### config.mk
export PLATFORM = sky130hd
export DESIGN_NAME = interval_classifier
export DESIGN_NICKNAME = d
export VERILOG_FILES = /design/src/rtl/interval_classifier.sv
export SDC_FILE = /design/constraint.sdc
export NUM_CORES = 1
export LEC_CHECK = 0
export ABC_AREA = 1
export BUFFER_PORTS_ARGS = -buffer_cell sky130_fd_sc_hd__buf_2
export CAP_MARGIN = 15
export CORE_MARGIN = 4
export CORE_UTILIZATION = 67
export DETAILED_ROUTE_END_ITERATION = 6
export PLACE_DENSITY_LB_ADDON = 0.25
export SYNTH_ARGS = -nofsm -noshare
export SYNTH_HDL_FRONTEND = slang
export SYNTH_SLANG_ARGS = --single-unit
### constraint.sdc
create_clock -name clk_i -period 5.82 [get_ports clk_i]
set_input_delay 0.582 -clock clk_i [delete_from_list [all_inputs] [get_ports clk_i]]
set_output_delay 0.582 -clock clk_i [all_outputs]
set_load 0.02 [all_outputs]
### src/rtl/interval_classifier.sv
// Two-stage pipelined classifier of fpnew-format scalars into programmable bins, with saturating per-bin hit counters.
// Latency 2 cycles, 1 sample/cycle; in_ready_o depends only on pipeline state and out_ready_i, never on in_valid_i.

package fpnew_pkg;
  typedef enum logic [2:0] {FP32, FP64, FP16, FP8, FP16ALT} fp_format_e;

  function automatic int unsigned exp_bits(fp_format_e fmt);
    case (fmt)
      FP32:    return 8;
      FP64:    return 11;
      FP16:    return 5;
      FP8:     return 5;
      FP16ALT: return 8;
      default: return 8;
    endcase
  endfunction

  function automatic int unsigned man_bits(fp_format_e fmt);
    case (fmt)
      FP32:    return 23;
      FP64:    return 52;
      FP16:    return 10;
      FP8:     return 2;
      FP16ALT: return 7;
      default: return 23;
    endcase
  endfunction

  function automatic int unsigned fp_width(fp_format_e fmt);
    return 1 + exp_bits(fmt) + man_bits(fmt);
  endfunction
endpackage

module interval_classifier #(
  parameter fpnew_pkg::fp_format_e FpFormat = fpnew_pkg::FP8,
  parameter int unsigned NumIntervals = 8,
  parameter int unsigned CntWidth = 16,
  localparam int unsigned WIDTH = fpnew_pkg::fp_width(FpFormat),
  localparam int unsigned IdxWidth = $clog2(NumIntervals)
) (
  input  logic                    clk_i,
  input  logic                    rst_ni,
  input  logic                    in_valid_i,
  output logic                    in_ready_o,
  input  logic [WIDTH-1:0]        s_i,
  output logic                    out_valid_o,
  input  logic                    out_ready_i,
  output logic [NumIntervals-1:0] interval_o,
  output logic [IdxWidth-1:0]     index_o,
  output logic                    nan_o,
  input  logic                    bnd_we_i,
  input  logic [IdxWidth-1:0]     bnd_addr_i,
  input  logic [WIDTH-1:0]        bnd_data_i,
  output logic                    order_err_o,
  input  logic [IdxWidth-1:0]     cnt_addr_i,
  output logic [CntWidth-1:0]     cnt_o,
  input  logic                    cnt_clr_i
);

  localparam int unsigned ExpBits = fpnew_pkg::exp_bits(FpFormat);
  localparam int unsigned ManBits = fpnew_pkg::man_bits(FpFormat);
  localparam int unsigned NumBnd  = NumIntervals - 1;

  function automatic logic is_nan(logic [WIDTH-1:0] v);
    return (&v[WIDTH-2 -: ExpBits]) && (|v[ManBits-1:0]);
  endfunction

  // Signed ordering key: negating the magnitude makes -0 and +0 both map to 0.
  function automatic logic signed [WIDTH:0] ord_key(logic [WIDTH-1:0] v);
    logic signed [WIDTH:0] mag;
    mag = {2'b00, v[WIDTH-2:0]};
    return v[WIDTH-1] ? -mag : mag;
  endfunction

  function automatic logic fp_ge(logic [WIDTH-1:0] a, logic [WIDTH-1:0] b);
    return !is_nan(a) && !is_nan(b) && (ord_key(a) >= ord_key(b));
  endfunction

  logic [WIDTH-1:0]        bnd_q [NumBnd];
  logic                    s1_vld_q;
  logic [WIDTH-1:0]        s1_s_q;
  logic [NumBnd-1:0]       s1_cmp_q;
  logic [NumBnd-1:0]       cmp_d;
  logic                    s2_vld_q;
  logic [NumIntervals-1:0] onehot_q, onehot_d;
  logic [IdxWidth-1:0]     idx_q, idx_d;
  logic                    nan_q, nan_d;
  logic [CntWidth-1:0]     cnt_q [NumIntervals];
  logic                    s1_adv, s2_fire, accept;

  assign s2_fire    = s2_vld_q & out_ready_i;
  assign s1_adv     = s1_vld_q & (!s2_vld_q | s2_fire);
  assign in_ready_o = !s1_vld_q | s1_adv;
  assign accept     = in_valid_i & in_ready_o;

  always_comb begin
    cmp_d = '0;
    for (int i = 0; i < int'(NumBnd); i++) begin
      cmp_d[i] = fp_ge(s_i, bnd_q[i]);
    end
  end

  always_comb begin
    idx_d = '0;
    for (int i = 0; i < int'(NumBnd); i++) begin
      idx_d = idx_d + IdxWidth'(s1_cmp_q[i]);
    end
    nan_d = is_nan(s1_s_q);
    if (nan_d) idx_d = '0;
    onehot_d = '0;
    for (int k = 0; k < int'(NumIntervals); k++) begin
      onehot_d[k] = !nan_d && (idx_d == IdxWidth'(k));
    end
  end

  always_ff @(posedge clk_i or negedge rst_ni) begin
    if (!rst_ni) begin
      for (int i = 0; i < int'(NumBnd); i++) bnd_q[i] <= '0;
    end else begin
      for (int i = 0; i < int'(NumBnd); i++) begin
        if (bnd_we_i && bnd_addr_i == IdxWidth'(i)) bnd_q[i] <= bnd_data_i;
      end
    end
  end

  always_ff @(posedge clk_i or negedge rst_ni) begin
    if (!rst_ni) begin
      s1_vld_q <= 1'b0;
      s1_s_q   <= '0;
      s1_cmp_q <= '0;
    end else if (in_ready_o) begin
      s1_vld_q <= in_valid_i;
      if (accept) begin
        s1_s_q   <= s_i;
        s1_cmp_q <= cmp_d;
      end
    end
  end

  // Payload only changes on a load, so a stalled or drained result holds still.
  always_ff @(posedge clk_i or negedge rst_ni) begin
    if (!rst_ni) begin
      s2_vld_q <= 1'b0;
      onehot_q <= '0;
      idx_q    <= '0;
      nan_q    <= 1'b0;
    end else if (!s2_vld_q || s2_fire) begin
      s2_vld_q <= s1_adv;
      if (s1_adv) begin
        onehot_q <= onehot_d;
        idx_q    <= idx_d;
        nan_q    <= nan_d;
      end
    end
  end

  assign out_valid_o = s2_vld_q;
  assign interval_o  = onehot_q;
  assign index_o     = idx_q;
  assign nan_o       = nan_q;

  always_ff @(posedge clk_i or negedge rst_ni) begin
    if (!rst_ni) begin
      for (int k = 0; k < int'(NumIntervals); k++) cnt_q[k] <= '0;
    end else begin
      for (int k = 0; k < int'(NumIntervals); k++) begin
        if (cnt_clr_i) begin
          cnt_q[k] <= '0;
        end else if (s2_fire && !nan_q && idx_q == IdxWidth'(k) && cnt_q[k] != '1) begin
          cnt_q[k] <= cnt_q[k] + 1'b1;
        end
      end
    end
  end

  always_comb begin
    cnt_o = '0;
    for (int k = 0; k < int'(NumIntervals); k++) begin
      if (cnt_addr_i == IdxWidth'(k)) cnt_o = cnt_q[k];
    end
  end

  // NaN boundaries fail the compare and are therefore reported as disordered.
  always_comb begin
    order_err_o = 1'b0;
    for (int i = 0; i + 1 < int'(NumBnd); i++) begin
      if (!fp_ge(bnd_q[i+1], bnd_q[i])) order_err_o = 1'b1;
    end
  end

endmodule
==> out/metrics.csv, run 1 <==
stage,metric,value,unit
outcome,status,"complete, no violations",
setup_path,worst-path cell chain,inv_1 -> ha_1 -> inv_1 -> nor2_1 -> nand3_1 -> o21ai_0 -> inv_1 -> ha_1 -> inv_1 -> nand2_1 -> o211ai_1 -> a221oi_1 -> and3_1 -> nand3_1 -> a21oi_1 -> nand2_1 -> buf_2,
synthesis,Synth Register Bits,212,
sta,final setup margin,1669,ps
sta,fmax,240.9,MHz
clock_tree,H-Tree Level Count,1,
clock_tree,Num Clock Sinks,212,
pwr,overall power,5.163,mW
drt,routed wire length,38.79,mm
synthesis,Post-synth top cells,"nand2_1 (475), inv_1 (329), dfrtp_1 (212)",
synthesis,Yosys cell types,52,
floorplan,Initial Utilization,68.39,%
sta,Setup Skew,8.498,ps
run,Max Cap Viol,0,
sta,"Hold Violations, Final",0,
floorplan,Die Height,157.7,um
final_layout,Fillers,1731,
setup_path,CP max-delay cell,dfrtp_1,
place,Port Buffers,58,
worst_hold_path,Worst Hold Class,in2async,
synthesis,most frequent cell after synthesis,nand2_1,
setup_path,crit path launch type,flip-flop,
pwr,Power Dens Cells,315.9,nW/um^2
drt,1st-pass router iterations,6,
synthesis,sequential share of the synthesized area,35.32,%
floorplan,Chip Width,157.7,um
drt,vias per cell,5.915,
global_routing,vias in the first global route,13551,
sta,Slew headroom,34.74,%
pwr,P_leak,7.886,nW
place,final RePlAce weighted congestion,0.9394,
final_layout,Inserted Diodes,0,
sta,Worst-Margin Slew,978.9,ps
synthesis,Synth area leaders,"dfrtp_1 (35%), nand2_1 (12%), ha_1 (9.9%), inv_1 (8.2%), o21ai_0 (6.5%)",
setup_path,slowest cell delay on critical path,420,ps
setup_path,critical path class,reg2out,
sta,TNS Setup,0,ps
clock_tree,worst-case clock buffer depth,3,
floorplan,I/O pin total,59,
clock_tree,"CTS clk-pin slew, worst paths",60,ps
setup_path,Worst Setup SP,bnd_q[24],
synthesis,fraction of registers with async set or reset after synthesis,100.0,%
global_routing,largest net degree at the start of global routing,121,
drt,via count,14485,
sta,Tcrit/Tclk final,71.32,%
drt,DR iter-0 viols,1423,
synthesis,"area leader, netlist",dfrtp_1,
sta,Max Slew Vio Count,0,
setup_path,crit-path max FO,4,
sta,Hold Slack,183.7,ps
sta,RSZ-0062 raised after global routing,no,
synthesis,Yosys top cell area share,35.32,%
drt,drt drc,0,
setup_path,Worst Path Required,5240,ps
sta,endpoints failing setup,0,
clock_tree,post-CTS setup buffers,0,
drt,Routed wire per std cell,15.84,um
setup_path,Worst Setup End Kind,output port,
place,dpl hpwl,29.54,mm
drt,Final ANT Viol Nets,0,
clock_tree,# hold bufs at CTS,0,
clock_tree,clk_lat worst skew,520,ps
pwr,maximum vdd drop,0.2824,mV
floorplan,die area,24870,um^2
synthesis,Post-synth EDFFs,0,
synthesis,Syn Std Cell Area,15020,um^2
synthesis,syn_nets,2256,
floorplan,# rows,54,
clock_tree,Root Driver,clkbuf_16,
final_layout,Finished Layout Cells,2449,
place,Setup WS pre-CTS,2324,ps
floorplan,Core ar.,21960,um^2
global_routing,GRT Overall Usage,31.10,%
final_layout,Synth-to-Final Area Change,8.840,%
synthesis,Mean Syn Cell Area,7.135,um^2
setup_path,cell mode on critical path,inv_1,
synthesis,Post-Synthesis Cells,2105,
clock_tree,CTS-repair resized insts,0,
setup_path,Worst Path Arrival,3570,ps
sta,fin crit period,4151,ps
place,Inst Count DP,2409,
global_routing,antenna violations before repair,0,
setup_path,worst reg2reg startpoint,s1_cmp_q[0],
synthesis,YS warnings,0,
final_layout,layout cells sized above 1,6.593,%
global_routing,global-route wire length before repair,63.76,mm
clock_tree,CTS Buf Count,24,
final_layout,Final #Nets,2306,
global_routing,grt total ovfl,0,
synthesis,ys flop type,dfrtp_1,
clock_tree,CTS tree,built,
[layout by cell type (no fill, tap or decap), types with 3 or more instances in the layout]
cell       instances
clkbuf_8           6
nor3b_1            3
nand3_1          125
o21ai_1            4
o22ai_1           10
nand2_1          475
o31ai_1            9
nor2_2             7
dfrtp_1          212
buf_4              7
ha_1             119
and3_1             5
fa_1               4
nor2_4             4
buf_2             57
inv_2              8
a211oi_1          17
a31oi_1            7
nor4_1            16
nor2_1           195
o221ai_1          12
o211ai_1           8
inv_1            328
nand4_1           25
a21boi_0           5
a21oi_1          123
o21ai_0          195
nor3_4             3
clkinv_2           3
clkbuf_1           4
clkbuf_16         25
o2111ai_1         10
xor2_1            31
a221oi_1          10
nor3_2             4
nor3_1            60
nand2_2            9
[power breakdown]
group | switching, mW | internal, mW
Clock | 0.599 | 0.886
Combinational | 1.20 | 0.710
Sequential | 0.163 | 1.61
Total | 1.96 | 3.20
[cell families (layout without fill, tap and decap cells)]
family | Yosys count | after routing | share of synthesized area (%)
flops | 212 | 212 | 35.32
compound gates | 419 | 419 | 15.81
simple gates | 940 | 940 | 27.03
xor+xnor | 32 | 32 | 1.866
buf+inv | 379 | 443 | 9.523
fa+ha+maj | 123 | 123 | 10.45
[metrics by stage]
stage | util [%] | area (um^2)
after floorplan | - | 15020
after global placement | 70.93 | 15570
after global routing | 74.44 | 16350
after CTS | 74.44 | 16350
final | 74.44 | 16350
after detailed placement | 70.93 | 15570
[critical path: cells and delay by family (launching register included)]
family	cells	cell delay (ps)
compound gates	4	870
simple gates	6	690
flops	1	420
fa+ha+maj	2	540
buf+inv	5	520
[state kept, by name (all words and copies together) (netlist names)]
register / cells
s1_vld_q: 1
index_o: 3
s1_cmp_q: 7
s1_s_q: 7
cnt_q: 128
bnd_q: 56
nan_o: 1
out_valid_o: 1
interval_o: 8
[area by class of cell]
type	count	area (um^2)	share of cell area (%)
Tap cell	280	350.3	2.143
Clock buffer	34	709.4	4.340
Clock inverter	6	61.31	0.3751
Inverter	337	1265	7.739
Multi-Input combinational cell	1514	8283	50.67
Sequential cell	212	5305	32.46
Timing Repair Buffer	66	371.6	2.273
[per-layer routing]
metal	global-route usage [%]	routed length, um
met5	0	0
met1	39.94	16040
met2	53.40	18740
met3	3.636	2311
met4	13.15	1699
[final timing paths]
| kind | end | slack, ps | cells past startpoint |
|---|---|---|---|
| setup / recovery | order_err_o | 1670 | 17 |
| hold / removal | cnt_q[104] | 180 | 1 |
| setup reg to reg | interval_o[6] | 2910 | 8 |
| hold reg to reg | s1_s_q[0] | 480 | 2 |
| max in group asynchronous | bnd_q[52] | 4590 | 2 |
| min in group clk_i | out_valid_o | 350 | 4 |
Power figures use the tool's default switching activity.
==> inputs of run 2 (changes only) <==
--- a/config.mk
+++ b/config.mk
@@ -9,7 +9,7 @@
 export BUFFER_PORTS_ARGS = -buffer_cell sky130_fd_sc_hd__buf_2
 export CAP_MARGIN = 15
 export CORE_MARGIN = 4
-export CORE_UTILIZATION = 67
+export CORE_UTILIZATION = 57
 export DETAILED_ROUTE_END_ITERATION = 6
 export PLACE_DENSITY_LB_ADDON = 0.25
 export SYNTH_ARGS = -nofsm -noshare
==> constraint.sdc (replaced) <==
create_clock -name clk_i -period 3.5 [get_ports clk_i]
set_input_delay 0.35 -clock clk_i [delete_from_list [all_inputs] [get_ports clk_i]]
set_output_delay 0.35 -clock clk_i [all_outputs]
set_load 0.02 [all_outputs]
==> run 2 against run 1 <==
Worst hold slack got worse by 44 ps. Clock skew rose by 4.7 ps. Cell count rose by 3.9%. Design area rose by 4.2%. Clock-buffer cell count rose by 7. Clock power rose by 72%. Highest routed layer unchanged.
==> out/metrics.csv, run 2 (synthesis results as in run 1) <==
stage,metric,value,unit,change
drt,Final ANT Viol Nets,0,,unchanged
clock_tree,clk_lat worst skew,550,ps,+30 ps
sta,endpoints failing setup,0,,unchanged
sta,fmax,295.0,MHz,
final_layout,Fillers,2303,,+33%
final_layout,highest-count cells in the layout ignoring fill and taps,"nand2_1 (471), inv_1 (316), dfrtp_1 (211), nor2_1 (190), o21ai_0 (172)",,
clock_tree,"CTS clk-pin slew, worst paths",60,ps,about the same
global_routing,global-route wire length before repair,67.64,mm,+6.1%
global_routing,antenna violations before repair,0,,unchanged
clock_tree,H-Tree Level Count,1,,unchanged
global_routing,grt total ovfl,0,,unchanged
place,placed cell area,15700,um^2,+0.77%
setup_path,Reg2Reg Depth,8,,unchanged
setup_path,worst-path cell chain,inv_2 -> ha_4 -> inv_2 -> nor2_4 -> nand3_1 -> o21ai_2 -> inv_1 -> ha_1 -> inv_1 -> nand2_1 -> o211ai_1 -> a221oi_1 -> and3_1 -> nand3_1 -> a21oi_2 -> nand2_2 -> buf_6,,
final_layout,Top reg by flops,cnt_q,,
pwr,clock power share,27.9,%,-0.9 points
drt,vias per cell,5.718,,-3.3%
place,final RePlAce weighted congestion,0.9739,,+3.7%
pwr,Combinational Power Share,39.8,%,+2.8 points
pwr,P_leak,8.118,nW,+2.9%
run,Max Cap Viol,0,,unchanged
clock_tree,Num Clock Sinks,212,,unchanged
pwr,sw frac,38.98,%,+0.99 points
pwr,Power Dens Cells,538.4,nW/um^2,+70%
drt,DR iter-0 viols,1181,,-17%
worst_hold_path,Worst Hold Class,in2reg,,
drt,drt drc,0,,unchanged
sta,Max Slew Vio Count,0,,unchanged
sta,Tcrit/Tclk final,96.84,%,
setup_path,worst reg2reg startpoint,s1_cmp_q[0],,
setup_path,reg2reg setup slack,520,ps,-2390 ps
final_layout,Final #Nets,2342,,+1.6%
setup_path,reg2reg end,interval_o[3],,
setup_path,Worst Path Arrival,3040,ps,-530 ps
final_layout,fin util,65.52,%,-8.9 points
place,Inst Count DP,2469,,+2.5%
pwr,maximum vdd drop,0.4710,mV,+67%
clock_tree,worst-case clock buffer depth,3,,unchanged
final_layout,Synth-to-Final Area Change,13.36,%,
setup_path,crit path launch type,flip-flop,,
floorplan,I/O pin total,59,,unchanged
pwr,sequential power share,32.3,%,-1.9 points
final_layout,Inserted Diodes,0,,unchanged
global_routing,GRT Overall Usage,28.26,%,-2.8 points
setup_path,Worst Setup End Kind,output port,,
clock_tree,CTS tree,built,,
setup_path,critical path class,reg2out,,
sta,Slew headroom,39.33,%,+4.6 points
final_layout,Largest register FFs,128,,unchanged
setup_path,CP max-delay cell,dfrtp_1,,
outcome,status,"complete, no violations",,
place,dpl hpwl,31.34,mm,+6.1%
final_layout,Finished Layout Cells,2545,,+3.9%
setup_path,Worst Path Required,3150,ps,-2090 ps
clock_tree,CTS Buf Count,25,,+4.2%
final_layout,"commonest non-fill, non-tap cell in the layout",nand2_1,,
global_routing,largest net degree at the start of global routing,99,,-18%
sta,TNS Setup,0,ps,unchanged
floorplan,Chip Width,170.3,um,+8.0%
drt,via count,14552,,+0.46%
drt,Routed wire per std cell,16.42,um,+3.7%
drt,routed wire length,41.80,mm,+7.7%
final_layout,layout cells sized above 1,10.86,%,+4.3 points
floorplan,Core ar.,25980,um^2,+18%
floorplan,die area,29010,um^2,+17%
sta,fin crit period,3389,ps,
floorplan,# rows,59,,+9.3%
floorplan,Initial Utilization,57.80,%,-11 points
sta,Worst-Margin Slew,904.0,ps,-74.93 ps
sta,"Hold Violations, Final",0,,unchanged
drt,1st-pass router iterations,5,,-1
clock_tree,Root Driver,clkbuf_16,,
sta,Setup Skew,13.21,ps,+4.708 ps
global_routing,vias in the first global route,13888,,+2.5%
setup_path,crit-path max FO,3,,-1
final_layout,fin area,17030,um^2,+4.2%
pwr,Internal Power,5.593,mW,+75%
floorplan,Die Height,170.3,um,+8.0%
place,Port Buffers,58,,unchanged
setup_path,CP Capture Point,order_err_o,,
setup_path,slowest cell delay on critical path,410,ps,about the same
pwr,P_sw,3.573,mW,+82%
setup_path,Worst Setup SP,bnd_q[25],,
[run 2: through the flow]
step	power (mW)	hold WS [ps]	setup slack [ps]
6_report	9.166	139.5	110.6
5_1_grt	9.839	163.7	-108.9
3_3_place_gp	6.014	439.7	458.7
4_1_cts	8.801	122.8	2.040
3_5_place_dp	6.163	439.8	449.0
2_1_floorplan	5.270	54.41	804.5
[run 2: power by group through the flow]
stage	sequential, mW	combinational [mW]	clock (mW)
CTS	2.94	3.26	2.60
floorplan	2.93	2.34	0
global placement	2.97	3.04	0
finish	2.96	3.65	2.56
detailed placement	2.98	3.18	0
global route	2.99	4.15	2.70
[run 2: what timing repair did]
item,CTS,global route
buffers inserted,6,23
pin swaps,2,29
hold endpoints to repair,95,0
setup endpoints to repair,1,1
cloned,0,0
hold buffers,1,0
resized for setup,13,79
[run 2: cell type report]
class,instances,area (um^2),area share (%)
Timing Repair Buffer,101,660.6,3.880
Inverter,337,1265,7.430
Multi-Input combinational cell,1514,8564,50.30
Clock inverter,5,43.79,0.2572
Tap cell,335,419.2,2.462
Clock buffer,41,765.7,4.498
Sequential cell,212,5306,31.17
[run 2: per-layer routing]
metal | vias to the layer above | track usage [%] | part of all wire [%]
met5 | - | 0 | 0
met4 | 0 | 10.97 | 4.6
met3 | 114 | 3.322 | 5.6
met2 | 495 | 48.42 | 47
met1 | 6784 | 36.69 | 42
li1 | 7159 | - | -
[run 2: critical path, delay by kind of cell, from the launching register on]
| family | cells | cell delay, ps |
|---|---|---|
| simple gates | 6 | 650 |
| compound gates | 4 | 620 |
| flops | 1 | 410 |
| fa+ha+maj | 2 | 450 |
| buf+inv | 5 | 360 |
[run 2: worst min path at each step]
stage                             to   start  depth (start not counted)
after floorplan             bnd_q[0]  rst_ni                          0
after global placement    cnt_q[104]  rst_ni                          1
after detailed placement  cnt_q[121]  rst_ni                          1
after CTS                  s1_s_q[6]  s_i[6]                          3
after global routing       s1_s_q[5]  s_i[5]                          3
final                      s1_s_q[6]  s_i[6]                          3
